File: src/rtl/fp_pkg.sv
// Shared definitions for the 24-bit fp word {sign, m[14:0], e[7:0]}.
// Holds field widths, exponent limits, the word layout and the divider state enum.
package fp_pkg;

  localparam int FP_W   = 24;
  localparam int MANT_W = 15;
  localparam int EXP_W  = 8;
  localparam int XEXP_W = 10;

  localparam logic [MANT_W-1:0]        FP_ONE   = 15'h4000;
  localparam logic [MANT_W-1:0]        MANT_MAX = 15'h7FFF;
  localparam logic signed [XEXP_W-1:0] EXP_MAX  = 10'sd127;
  localparam logic signed [XEXP_W-1:0] EXP_MIN  = -10'sd128;

  typedef struct packed {
    logic              sign;
    logic [MANT_W-1:0] m;
    logic [EXP_W-1:0]  e;
  } fp_word_t;

  typedef enum logic [2:0] {
    IDLE,
    LOAD,
    DIV,
    PACK,
    DONE
  } div_state_t;

  // Negative words store the two's complement of the magnitude within the 15-bit field.
  function automatic logic [MANT_W-1:0] fp_encode_mant(input logic sign,
                                                       input logic [MANT_W-1:0] mag);
    return sign ? (~mag + 15'd1) : mag;
  endfunction

endpackage

File: src/rtl/fp_unpack.sv
// Combinational decode of an fp word into sign, 15-bit magnitude and 10-bit signed exponent.
// A negative word with m==0 stands for magnitude FP_ONE one binade higher.
module fp_unpack
  import fp_pkg::*;
(
  input  logic [FP_W-1:0]          word,
  output logic                     sign,
  output logic [MANT_W-1:0]        mag,
  output logic signed [XEXP_W-1:0] expo
);

  fp_word_t w;

  assign w = word;

  always_comb begin
    sign = w.sign;
    mag  = w.m;
    expo = {{(XEXP_W-EXP_W){w.e[EXP_W-1]}}, w.e};
    if (w.sign) begin
      if (w.m == '0) begin
        mag  = FP_ONE;
        expo = expo + 10'sd1;
      end else begin
        mag = ~w.m + 15'd1;
      end
    end
  end

endmodule

File: src/rtl/fp_div.sv
// Iterative restoring divider for fp words, one quotient bit per cycle, valid/ready on both sides.
// Define FP_DIV_ROUND_EN to round the quotient half-up on the guard bit; otherwise it truncates.
module fp_div
  import fp_pkg::*;
#(
  parameter int QBITS = 16
) (
  input  logic            clk,
  input  logic            rst_n,
  input  logic            in_valid,
  output logic            in_ready,
  input  logic [FP_W-1:0] a,
  input  logic [FP_W-1:0] b,
  output logic            out_valid,
  input  logic            out_ready,
  output logic [FP_W-1:0] o,
  output logic            valid,
  output logic            over_flow,
  output logic            under_flow,
  output logic            div_by_zero
);

`ifdef FP_DIV_ROUND_EN
  localparam bit ROUND_EN = 1'b1;
`else
  localparam bit ROUND_EN = 1'b0;
`endif

  localparam int CNT_W = $clog2(QBITS);
  localparam logic [CNT_W-1:0] DIV_STEPS = CNT_W'(QBITS - 2);

  div_state_t state, state_next;

  logic [FP_W-1:0]          a_q, b_q;
  logic                     sa, sb;
  logic [MANT_W-1:0]        ma, mb;
  logic signed [XEXP_W-1:0] ea, eb;
  logic                     a_zero, b_zero, a_lt_b;

  logic [MANT_W+1:0] rem, rem_init, step_in, step_diff, step_out;
  logic [MANT_W-1:0] divisor, step_div;
  logic              step_bit;
  logic [QBITS-1:0]  quot;
  logic [CNT_W-1:0]  cnt;
  logic              sq;
  logic signed [XEXP_W-1:0] eq;

  logic [MANT_W-1:0]        q_mag, pack_mag;
  logic [MANT_W:0]          q_sum;
  logic signed [XEXP_W-1:0] pack_exp;
  logic                     pack_ovf, pack_unf, pack_dbz, pack_valid;
  logic [FP_W-1:0]          pack_word;

  fp_unpack u_unpack_a (.word(a_q), .sign(sa), .mag(ma), .expo(ea));
  fp_unpack u_unpack_b (.word(b_q), .sign(sb), .mag(mb), .expo(eb));

  assign a_zero = (a_q == '0);
  assign b_zero = (b_q == '0);
  assign a_lt_b = (ma < mb);

  // Aligning the dividend into [Mb, 2*Mb) makes the leading quotient bit always 1, so LOAD resolves it.
  always_comb begin
    rem_init  = a_lt_b ? {1'b0, ma, 1'b0} : {2'b00, ma};
    step_in   = (state == LOAD) ? rem_init : rem;
    step_div  = (state == LOAD) ? mb : divisor;
    step_bit  = (step_in >= {2'b00, step_div});
    step_diff = step_in - {2'b00, step_div};
    step_out  = (step_bit ? step_diff : step_in) << 1;
  end

  always_ff @(posedge clk) begin
    if (!rst_n) begin
      state <= IDLE;
    end else begin
      state <= state_next;
    end
  end

  always_comb begin
    state_next = state;
    case (state)
      IDLE: if (in_valid) state_next = LOAD;
      LOAD: state_next = (a_zero || b_zero) ? PACK : DIV;
      DIV:  if (cnt == '0) state_next = PACK;
      PACK: state_next = DONE;
      DONE: if (out_ready) state_next = IDLE;
      default: state_next = IDLE;
    endcase
  end

  always_comb begin
    in_ready  = (state == IDLE);
    out_valid = (state == DONE);
  end

  // A rounding carry out of the magnitude renormalises before the exponent range check.
  always_comb begin
    q_mag    = quot[QBITS-1 -: MANT_W];
    q_sum    = {1'b0, q_mag} + (MANT_W+1)'(ROUND_EN & quot[0]);
    pack_mag = q_sum[MANT_W-1:0];
    pack_exp = eq;
    if (q_sum[MANT_W]) begin
      pack_mag = FP_ONE;
      pack_exp = eq + 10'sd1;
    end
    pack_ovf   = (pack_exp > EXP_MAX);
    pack_unf   = (pack_exp < EXP_MIN);
    pack_dbz   = 1'b0;
    pack_valid = 1'b1;
    pack_word  = {sq, fp_encode_mant(sq, pack_mag), pack_exp[EXP_W-1:0]};
    if (b_zero) begin
      pack_dbz   = 1'b1;
      pack_ovf   = 1'b0;
      pack_unf   = 1'b0;
      pack_valid = 1'b0;
      pack_word  = {sa, MANT_MAX, EXP_MAX[EXP_W-1:0]};
    end else if (a_zero) begin
      pack_ovf  = 1'b0;
      pack_unf  = 1'b0;
      pack_word = '0;
    end else if (pack_ovf) begin
      pack_valid = 1'b0;
      pack_word  = {sq, fp_encode_mant(sq, MANT_MAX), EXP_MAX[EXP_W-1:0]};
    end else if (pack_unf) begin
      pack_valid = 1'b0;
      pack_word  = '0;
    end
  end

  always_ff @(posedge clk) begin
    if (!rst_n) begin
      a_q         <= '0;
      b_q         <= '0;
      rem         <= '0;
      divisor     <= '0;
      quot        <= '0;
      cnt         <= '0;
      sq          <= 1'b0;
      eq          <= '0;
      o           <= '0;
      valid       <= 1'b0;
      over_flow   <= 1'b0;
      under_flow  <= 1'b0;
      div_by_zero <= 1'b0;
    end else begin
      case (state)
        IDLE: begin
          if (in_valid) begin
            a_q <= a;
            b_q <= b;
          end
        end
        LOAD: begin
          divisor <= mb;
          sq      <= sa ^ sb;
          eq      <= a_lt_b ? (ea - eb - 10'sd1) : (ea - eb);
          rem     <= step_out;
          quot    <= {{(QBITS-1){1'b0}}, step_bit};
          cnt     <= DIV_STEPS;
        end
        DIV: begin
          rem  <= step_out;
          quot <= {quot[QBITS-2:0], step_bit};
          cnt  <= cnt - 1'b1;
        end
        PACK: begin
          o           <= pack_word;
          valid       <= pack_valid;
          over_flow   <= pack_ovf;
          under_flow  <= pack_unf;
          div_by_zero <= pack_dbz;
        end
        default: ;
      endcase
    end
  end

endmodule

File: config.mk
export PLATFORM = sky130hd
export DESIGN_NAME = fp_div
export DESIGN_NICKNAME = d
export VERILOG_FILES = /design/src/rtl/fp_pkg.sv /design/src/rtl/fp_unpack.sv /design/src/rtl/fp_div.sv
export SDC_FILE = /design/constraint.sdc
export NUM_CORES = 1
export LEC_CHECK = 0
export CAP_MARGIN = 5
export CORE_MARGIN = 5
export CORE_UTILIZATION = 35
export DETAILED_ROUTE_END_ITERATION = 12
export GPL_ROUTABILITY_DRIVEN = 0
export PLACE_DENSITY = 0.6
export SKIP_LAST_GASP = 1
export SLEW_MARGIN = 20
export SYNTH_ARGS = -nofsm -noshare
export SYNTH_HDL_FRONTEND = slang
export SYNTH_SLANG_ARGS = --single-unit
File: constraint.sdc
create_clock -name clk -period 8.3 [get_ports clk]
set_input_delay 1.245 -clock clk [delete_from_list [all_inputs] [get_ports clk]]
set_output_delay 1.245 -clock clk [all_outputs]
set_load 0.05 [all_outputs]
==> metrics.txt, run 1 <==
synth warn=0; Die X-Extent=168 um; max_cap viols=0; minimum clock period=6.74 ns; I/O pin cnt=82; DRC Markers=0; Crit path largest cell delay=0.52 ns; CTS resizes=0; Final Setup Violations=0; Final Cycle Share=81.2%; Pleak=3.82 nW; ratio of cells with drive above 1 in the final layout=5.17%; DPL Wire Length=17700 um; commonest non-fill, non-tap cells in the layout=nand2_1, dfxtp_1, a21oi_1; Die Span Y=168 um; Slew headroom=29.4%; Yosys cell types=71; Iter 0 DRT Violations=545; die area=28100 um^2; ANT cells=0; final-layout fill cell count=2558; total grt overflow=0; Worst Hold Class=register to register; All-Layer GR Usage=17.3%; EDFF count, synth=0; core box area=24400 um^2; ys flop type=dfxtp_1; Worst VDD drop=0.187 mV; Post-DRT Antenna Nets=0; Layout area overhead=18.2%; cell count after synthesis=1153; DR pass1 iterations=7; f_max=0.148 GHz; largest net degree at the start of global routing=92; vias in the first global route=7834; WL per Instance=16.1 um; cts hold-fix bufs=0; total negative setup slack=0 ns; unrepaired setup endpoints after global routing=false; #FFs+latches synth=141; mapped cell area=8690 um^2; clk buf depth=2; htree depth=4; final slew viol count=0; total vias in the final route=8293; std cell rows=57; CP max stage cell=nor2_2; final core occ=42.1%; first-pass GRT wire length=40700 um; postcts setup bufs=0; CTS root buf=clkbuf_16; post-synthesis sequential area ratio=32.5%; antenna violations before repair=0; Worst setup EP type=register; Hold WS=0.460 ns; Worst Setup Start Kind=register; Data required, critical path=8.61 ns; status=finished clean; CP most frequent cell=ha_1; async set or reset register ratio after synthesis=0%; syn nets=1254; clock-pin slew on the worst setup and hold paths=0.07 ns; PD cells=420 nW/um^2; Final nets=1287; final hold vios=0; Worst Path Buf+Inv=1; clock skew after layout=0.0134 ns; Worst-Margin Slew=1.05 ns; synthesized area per cell=7.54 um^2; Critical Path Fanout Max=15; Worst-Skew Late Latency=0.43 ns; TritonCTS clock tree=built; PortBufs=81; Top Family by Delay on Critical Path=simple AND/OR/NAND/NOR gates; number of buffers created by CTS=17; Arr. time, crit path=7.06 ns; Initial Utilization=35.6%; clock sink total=141; DR vias/cell=5.45; Total Wirelength=24600 um; crit-path cells=inv_1 -> ha_1 -> or4b_1 -> nand3b_1 -> nor4_1 -> o21ai_0 -> a21oi_1 -> ha_1 -> and4_1 -> nor2b_1 -> o31ai_1 -> nand3_1 -> nor2_2 -> mux2i_1 -> o21ai_1 -> ha_1 -> o21a_1 -> o31ai_1 -> a21oi_1 -> o31a_1 -> nor2b_1 -> o221ai_2 -> and2_1 -> a221o_1; WS Path Type=register to register; most common cell after layout, fill and taps aside=nand2_1
-- final timing paths --
check | start | endpoint | slack, ns | depth (start not counted)
setup / recovery | b_q[8] | rem[15] | 1.56 | 24
hold / removal | valid | valid | 0.46 | 2
setup reg to reg | b_q[8] | rem[15] | 1.56 | 24
hold reg to reg | valid | valid | 0.46 | 2
-- worst min-delay path, cell delays in order (launching register included) --
cell and delay, ns:
dfxtp_1 0.31, nand2_1 0.05, a21oi_1 0.05
-- final cells by class --
type                       instances  area [um^2]  share of cell area [%]
clock inverter                    13          153                    1.49
tap                              324          405                    3.95
inverter                          26         97.6                   0.950
clock buffer                      19          433                    4.22
multi-input combinational        911         5490                    53.4
timing repair buffer              89          871                    8.48
sequential                       141         2820                    27.5
-- registers in the layout (all words and copies together) (netlist names), 3 cells and up --
register  flops
o            24
eq           10
b_q          24
cnt           4
rem          16
state         3
quot         16
a_q          24
divisor      15
-- synth_stat cells (5+ instances only) --
| cell type | number | area (um^2) |
|---|---|---|
| mux2i_1 | 11 | 110 |
| nor2b_1 | 6 | 37.5 |
| nand2_1 | 177 | 664 |
| a21oi_1 | 135 | 676 |
| a31oi_1 | 18 | 113 |
| inv_1 | 26 | 97.6 |
| nand4_1 | 12 | 75.1 |
| or3_1 | 6 | 37.5 |
| a22oi_1 | 19 | 143 |
| o22ai_1 | 14 | 87.6 |
| a221o_1 | 9 | 90.1 |
| xor2_1 | 27 | 236 |
| o21ai_1 | 12 | 60.1 |
| nor3b_1 | 7 | 52.6 |
| buf_1 | 9 | 33.8 |
| o21ai_0 | 61 | 305 |
| o21a_1 | 12 | 90.1 |
| dfxtp_1 | 141 | 2820 |
| and3_1 | 13 | 81.3 |
| and2_1 | 8 | 50.1 |
| nor3_1 | 18 | 90.1 |
| clkbuf_1 | 62 | 233 |
| a211oi_1 | 7 | 52.6 |
| ha_1 | 47 | 588 |
| nand3_1 | 30 | 150 |
| o31ai_1 | 13 | 97.6 |
| o41ai_1 | 5 | 43.8 |
| nand2b_1 | 10 | 62.6 |
| nor2_1 | 113 | 424 |
| a21o_1 | 10 | 75.1 |
| xnor2_1 | 35 | 307 |
| nor4_1 | 8 | 50.1 |
-- kinds of logic after synthesis --
| group | Yosys count | synth area share, % |
|---|---|---|
| compound gates | 352 | 25.1 |
| fa+ha+maj | 49 | 7.23 |
| buf+inv | 101 | 4.48 |
| mux | 11 | 1.27 |
| xor+xnor | 62 | 6.25 |
| simple gates | 437 | 23.2 |
| flops | 141 | 32.5 |
-- stage by stage --
step / instance area (um^2) / std cells / setup slack [ns] / power [mW]
CTS: 10300 / 1523 / 1.61 / 4.31
floorplan: 8690 / 1153 / 2.55 / 2.91
global placement: 9680 / 1491 / 1.87 / 3.51
detailed placement: 9680 / 1491 / 1.64 / 3.52
global route: 10300 / 1523 / 0.849 / 4.67
finish: 10300 / 1523 / 1.56 / 4.32
-- metal layers --
layer	wire [um]	global-route usage (%)	vias up
met5	0	0	-
met4	491	5.12	0
met3	1180	2.92	39
met2	11200	28.5	213
met1	11700	23.5	3855
li1	-	-	4186
-- power by group --
part	internal, mW	switching, mW	total [mW]
clock network	0.450	0.327	0.776
logic	0.969	1.60	2.57
registers	0.818	0.154	0.973
Note: power is estimated with default switching activity, not from simulation.
==> run 2: changes to the inputs <==
==> constraint.sdc (replaced) <==
create_clock -name clk -period 6.4 [get_ports clk]
set_input_delay 0.96 -clock clk [delete_from_list [all_inputs] [get_ports clk]]
set_output_delay 0.96 -clock clk [all_outputs]
set_load 0.05 [all_outputs]
==> run 2 against run 1 <==
  * Flip-flop and latch count unchanged
  * Cell count rose by 0.53%
  * Combinational power increased by 37%
  * Non-clock buffer count increased by 7
  * Sequential power increased by 29%
  * Final area rose by 1.8%
  * Sequential share of layout area down 0.49 points
  * First-iteration DRC count rose by 8.4%
  * Register-to-register slack got worse by 1.1 ns
  * Critical path depth fell by 2
  * Via count up 0.34%
==> metrics.txt, run 2 (synthesis gave the netlist of run 1 again) <==
status=finished clean; Layout area overhead=20.3%; Worst VDD drop=0.255 mV; ANT cells=0; CP max stage cell=or4_4; DPL Wire Length=18000 um; minimum clock period=5.99 ns; Post-DRT Antenna Nets=0; Final nets=1295; Worst setup EP type=register; Crit path largest cell delay=0.56 ns; final hold vios=0; most common cell after layout, fill and taps aside=nand2_1; DR pass1 iterations=5; I/O pin cnt=82; vias in the first global route=7826; final core occ=42.9%; Finished Cell Area=10500 um^2; first-pass GRT wire length=40700 um; total vias in the final route=8321; Arr. time, crit path=6.31 ns; Total Wirelength=25100 um; crit-path cells=or4_4 -> or4_4 -> o41ai_4 -> nor3_1 -> a21o_1 -> ha_1 -> nand4_1 -> nor3_1 -> nand4_1 -> a31o_2 -> nand2_2 -> buf_4 -> mux2i_1 -> o21ai_1 -> ha_1 -> a21oi_1 -> nand2_1 -> o31a_1 -> nor2b_4 -> o221ai_2 -> and3_1 -> a221o_1; total grt overflow=0; clock skew after layout=0.0134 ns; WS Path Type=register to register; M3 GR Usage=3.18%; f_max=0.167 GHz; commonest non-fill, non-tap cells in the layout=nand2_1, dfxtp_1, a21oi_1; Worst Path Buf+Inv=1; Iter 0 DRT Violations=591; std cell rows=57; GR Layer Usage met1=23.4%; clock-pin slew on the worst setup and hold paths=0.07 ns; number of buffers created by CTS=17; GR Layer Usage met2=29.2%; Data required, critical path=6.72 ns; Final Setup Violations=0; Initial Utilization=35.6%; Die Span Y=168 um; PD cells=563 nW/um^2; All-Layer GR Usage=17.5%; registers with the most flip-flops=a_q: 24 flops, b_q: 24 flops, o: 24 flops; antenna violations before repair=0; Slew headroom=34.3%; die area=28100 um^2; Final Cycle Share=93.6%; Critical Path Fanout Max=11; ratio of cells with drive above 1 in the final layout=6.71%; Worst Setup Start Kind=register; Worst-Skew Late Latency=0.43 ns; clk buf depth=2; DRC Markers=0; final slew viol count=0; DR vias/cell=5.44; Pleak=3.91 nW; Die X-Extent=168 um; TritonCTS clock tree=built; WL per Instance=16.4 um; GR peak layer=met2; clock sink total=141; dpl cell area=9730 um^2; PortBufs=81; Top Family by Delay on Critical Path=simple AND/OR/NAND/NOR gates; htree depth=4; Worst Hold Class=register to register; max_cap viols=0; CTS root buf=clkbuf_16; Worst-Margin Slew=0.984 ns; largest net degree at the start of global routing=56; core box area=24400 um^2
[run 2: cell types whose count changed in the layout (fill, tap and decap cells not counted), sizes merged]
cell,delta
buf,+7
bufinv,+2
clkinv,-2
o221ai,+1
[run 2: layout make-up]
cell class | count | area [um^2]
Fill cell | 2530 | 13900
Tap cell | 324 | 405
Multi-Input combinational cell | 912 | 5560
Inverter | 26 | 97.6
Sequential cell | 141 | 2820
Timing Repair Buffer | 96 | 923
Clock buffer | 19 | 443
Clock inverter | 13 | 201
[run 2: path summary, 6_finish.rpt]
check | start | cells after the start | slack, ns | end
max | a_q[12] | 22 | 0.41 | rem[3]
min | valid | 2 | 0.46 | valid
max reg2reg | a_q[12] | 22 | 0.41 | rem[3]
min reg2reg | valid | 2 | 0.46 | valid
[run 2: through the flow]
stage                     hold slack [ns]  total power [mW]  worst slack [ns]  TNS [ns]  instances
after global placement              0.449              4.59             0.285         0       1497
after CTS                           0.462              5.75             0.102         0       1529
after detailed placement            0.452              4.62             0.106         0       1497
after floorplan                     0.429              3.77             0.645         0       1153
after global routing                0.481              6.33          -0.00266  -0.00517       1531
final                               0.460              5.88             0.410         0       1531
[run 2: per-layer routing]
layer	routed length, um	up-vias
li1	-	4192
met4	469	0
met1	11800	3891
met3	1150	32
met5	0	-
met2	11700	206
[run 2: power breakdown]
| group | leakage [nW] | internal, mW | switching (mW) |
|---|---|---|---|
| Combinational | 2.45 | 1.35 | 2.16 |
| Clock | 0.309 | 0.675 | 0.435 |
| Sequential | 1.15 | 1.06 | 0.199 |
| Total | 3.91 | 3.09 | 2.80 |
[run 2: timing repair]
item                       4_1_cts  5_1_grt
buffers inserted                 0        1
hold buffers                     0        0
setup endpoints to repair        0       15
resized for setup                0       13
[run 2: tightest hold or removal path, cell delays in order, from the launching register on]
cell     delay (ns)
dfxtp_1        0.32
nand2_1        0.05
a21oi_1        0.05
==> run 3: changes to the inputs <==
--- a/config.mk
+++ b/config.mk
@@ -7,12 +7,13 @@
 export LEC_CHECK = 0
 export CAP_MARGIN = 5
 export CORE_MARGIN = 5
-export CORE_UTILIZATION = 35
+export CORE_UTILIZATION = 45
 export DETAILED_ROUTE_END_ITERATION = 12
 export GPL_ROUTABILITY_DRIVEN = 0
-export PLACE_DENSITY = 0.6
+export PLACE_DENSITY = 0.72
 export SKIP_LAST_GASP = 1
 export SLEW_MARGIN = 20
 export SYNTH_ARGS = -nofsm -noshare
 export SYNTH_HDL_FRONTEND = slang
+export SYNTH_HIERARCHICAL = 1
 export SYNTH_SLANG_ARGS = --single-unit
==> run 3 against run 2 <==
  * Count of clock-buffer cells in the layout grew 1
  * Worst hold slack lost 0.0088 ns
  * Critical path depth is the same
  * Critical path type unchanged
  * Largest cell class unchanged
==> metrics.txt, run 3 <==
Crit path largest cell delay=0.55 ns; final-layout fill cell count=1942; minimum clock period=6.21 ns; Final Cycle Share=97.0%; CP most frequent cell=ha_1; dpl cell area=10100 um^2; EDFF count, synth=0; core box area=20000 um^2; Post-DRT Antenna Nets=0; Worst Hold Class=register to register; htree depth=4; synth warn=6; WS Path Type=register to register; vias in the first global route=7945; Die Span Y=152 um; PD cells=462 nW/um^2; most common cell after layout, fill and taps aside=nand2_1; #FFs+latches synth=141; first-pass GRT wire length=40400 um; async set or reset register ratio after synthesis=0%; register area=2820 um^2; f_max=0.161 GHz; ys flop type=dfxtp_1; status=finished clean; CTS root buf=clkbuf_16; Worst Setup Start Kind=register; Finished Cell Area=10700 um^2; clock-pin slew on the worst setup and hold paths=0.06 ns; cell count after synthesis=1150; number of buffers created by CTS=17; CP max stage cell=o311ai_4; Yosys top cell area share=31.2%; WL per Instance=17.0 um; TritonCTS clock tree=built; Worst-Skew Late Latency=0.43 ns; PortBufs=81; clock skew after layout=0.00615 ns; synth top area cells=dfxtp_1, a21oi_1, ha_1; clk buf depth=2; final slew viol count=0; die area=23100 um^2; clock sink total=141; Die X-Extent=152 um; final hold vios=0; largest net degree at the start of global routing=69; Arr. time, crit path=6.52 ns; ANT cells=0; registers with the most flip-flops=a_q: 24 flops, b_q: 24 flops, o: 24 flops; Worst VDD drop=0.225 mV; commonest non-fill, non-tap cells in the layout=nand2_1, dfxtp_1, a21oi_1; mapped cell area=9060 um^2; total grt overflow=0; Total Wirelength=25200 um; cell with the most instances after synthesis=nand2_1; Data required, critical path=6.72 ns; post-synthesis sequential area ratio=31.2%; std cell rows=52; DRC Markers=0; cell taking the most area after synthesis=dfxtp_1; Initial Utilization=45.2%; antenna violations before repair=0; unrepaired setup endpoints after global routing=true; ratio of cells with drive above 1 in the final layout=8.03%; DR vias/cell=5.84; Worst setup EP type=register; total vias in the final route=8637; Worst-Margin Slew=1.06 ns; Final nets=1296; DPL Wire Length=18600 um; Final Setup Violations=0; Commonest cells post-synth=nand2_1, dfxtp_1, a21oi_1; Yosys cell types=80; DR pass1 iterations=5; Iter 0 DRT Violations=682; Layout area overhead=17.7%; final core occ=53.2%; Multi-input gate area=5820 um^2; I/O pin cnt=82; syn nets=1249; Pleak=4.07 nW; crit-path cells=inv_1 -> ha_1 -> or3b_2 -> or3_1 -> o41ai_1 -> xnor2_1 -> inv_1 -> ha_1 -> nand3_1 -> a21oi_1 -> or3b_1 -> a21oi_2 -> mux2i_1 -> o21ai_1 -> ha_1 -> o21a_1 -> o221ai_1 -> a31o_1 -> and2_1 -> o311ai_4 -> nor3_4 -> a221o_1; Slew headroom=29.0%; All-Layer GR Usage=20.9%; Critical Path Fanout Max=11; synthesized area per cell=7.88 um^2; max_cap viols=0
[run 3: cell count changes in the layout (fill, tap and decap cells not counted), moves of 6 or more]
cell,before,now
nand2_1,176,145
a211oi_1,6,23
inv_1,25,42
mux2i_1,11,28
nor4_1,7,18
o21ai_0,60,50
nor2_1,112,103
mux2_2,0,8
a31oi_1,18,11
a21oi_1,132,138
and3_1,13,7
nand3_1,30,24
[run 3: timing repair]
| action | CTS | global route |
|---|---|---|
| setup endpoints to repair | 0 | 16 |
| resized for setup | 0 | 7 |
| setup buffers | 0 | 1 |
| hold buffers | 0 | 0 |
[run 3: through the flow]
| stage | TNS (ns) | cells | setup slack, ns | power [mW] | hold slack (ns) |
|---|---|---|---|---|---|
| 2_1_floorplan | 0 | 1150 | 0.868 | 3.19 | 0.429 |
| 3_3_place_gp | 0 | 1447 | 0.171 | 3.78 | 0.441 |
| 3_5_place_dp | 0 | 1447 | 0.0273 | 3.81 | 0.445 |
| 4_1_cts | 0 | 1477 | 0.00719 | 4.79 | 0.454 |
| 5_1_grt | -0.217 | 1478 | -0.0380 | 5.22 | 0.469 |
| 6_report | 0 | 1478 | 0.194 | 4.92 | 0.451 |
[run 3: area by class of cell]
| type | instances | area share [%] |
|---|---|---|
| clock buffer | 20 | 4.19 |
| clock inverter | 10 | 1.08 |
| inverter | 43 | 1.52 |
| multi-input combinational | 894 | 54.5 |
| sequential | 141 | 26.5 |
| tap | 270 | 3.17 |
| timing repair buffer | 100 | 9.05 |
[run 3: critical path: cells and delay by family (launching register included)]
kind,cells,cell delay [ns]
AO/OA/AOI/OAI,9,2.29
XOR/XNOR,1,0.23
adder cells (fa/ha/maj),3,0.89
buffers and inverters,2,0.18
flip-flops,1,0.34
multiplexers,1,0.30
AND/OR/NAND/NOR,6,1.85
[run 3: where the power goes]
part / internal, mW / leakage [nW] / switching [mW] / total (mW)
registers: 1.02 / 1.15 / 0.141 / 1.16
logic: 1.08 / 2.66 / 1.72 / 2.80
clock network: 0.579 / 0.269 / 0.386 / 0.965
[run 3: path summary, 6_finish.rpt]
kind             start  cells past startpoint   endpoint  slack [ns]
min          over_flow                      2  over_flow        0.45
min reg2reg  over_flow                      2  over_flow        0.45
max             b_q[8]                     22    rem[12]        0.19
max reg2reg     b_q[8]                     22    rem[12]        0.19
[run 3: cells by family after synthesis]
kind of cell	after synthesis	synth area share (%)
simple gates	394	21.6
compound gates	356	25.3
flops	141	31.2
buf+inv	115	5.29
xor+xnor	60	5.80
fa+ha+maj	47	6.66
mux	37	4.20
[run 3: layer usage]
metal	GRT usage [%]	wire [um]	vias to the layer above
met3	3.98	1790	61
li1	-	-	4261
met4	8.86	889	0
met5	0	0	-
met1	28.0	11200	3982
met2	33.1	11300	333
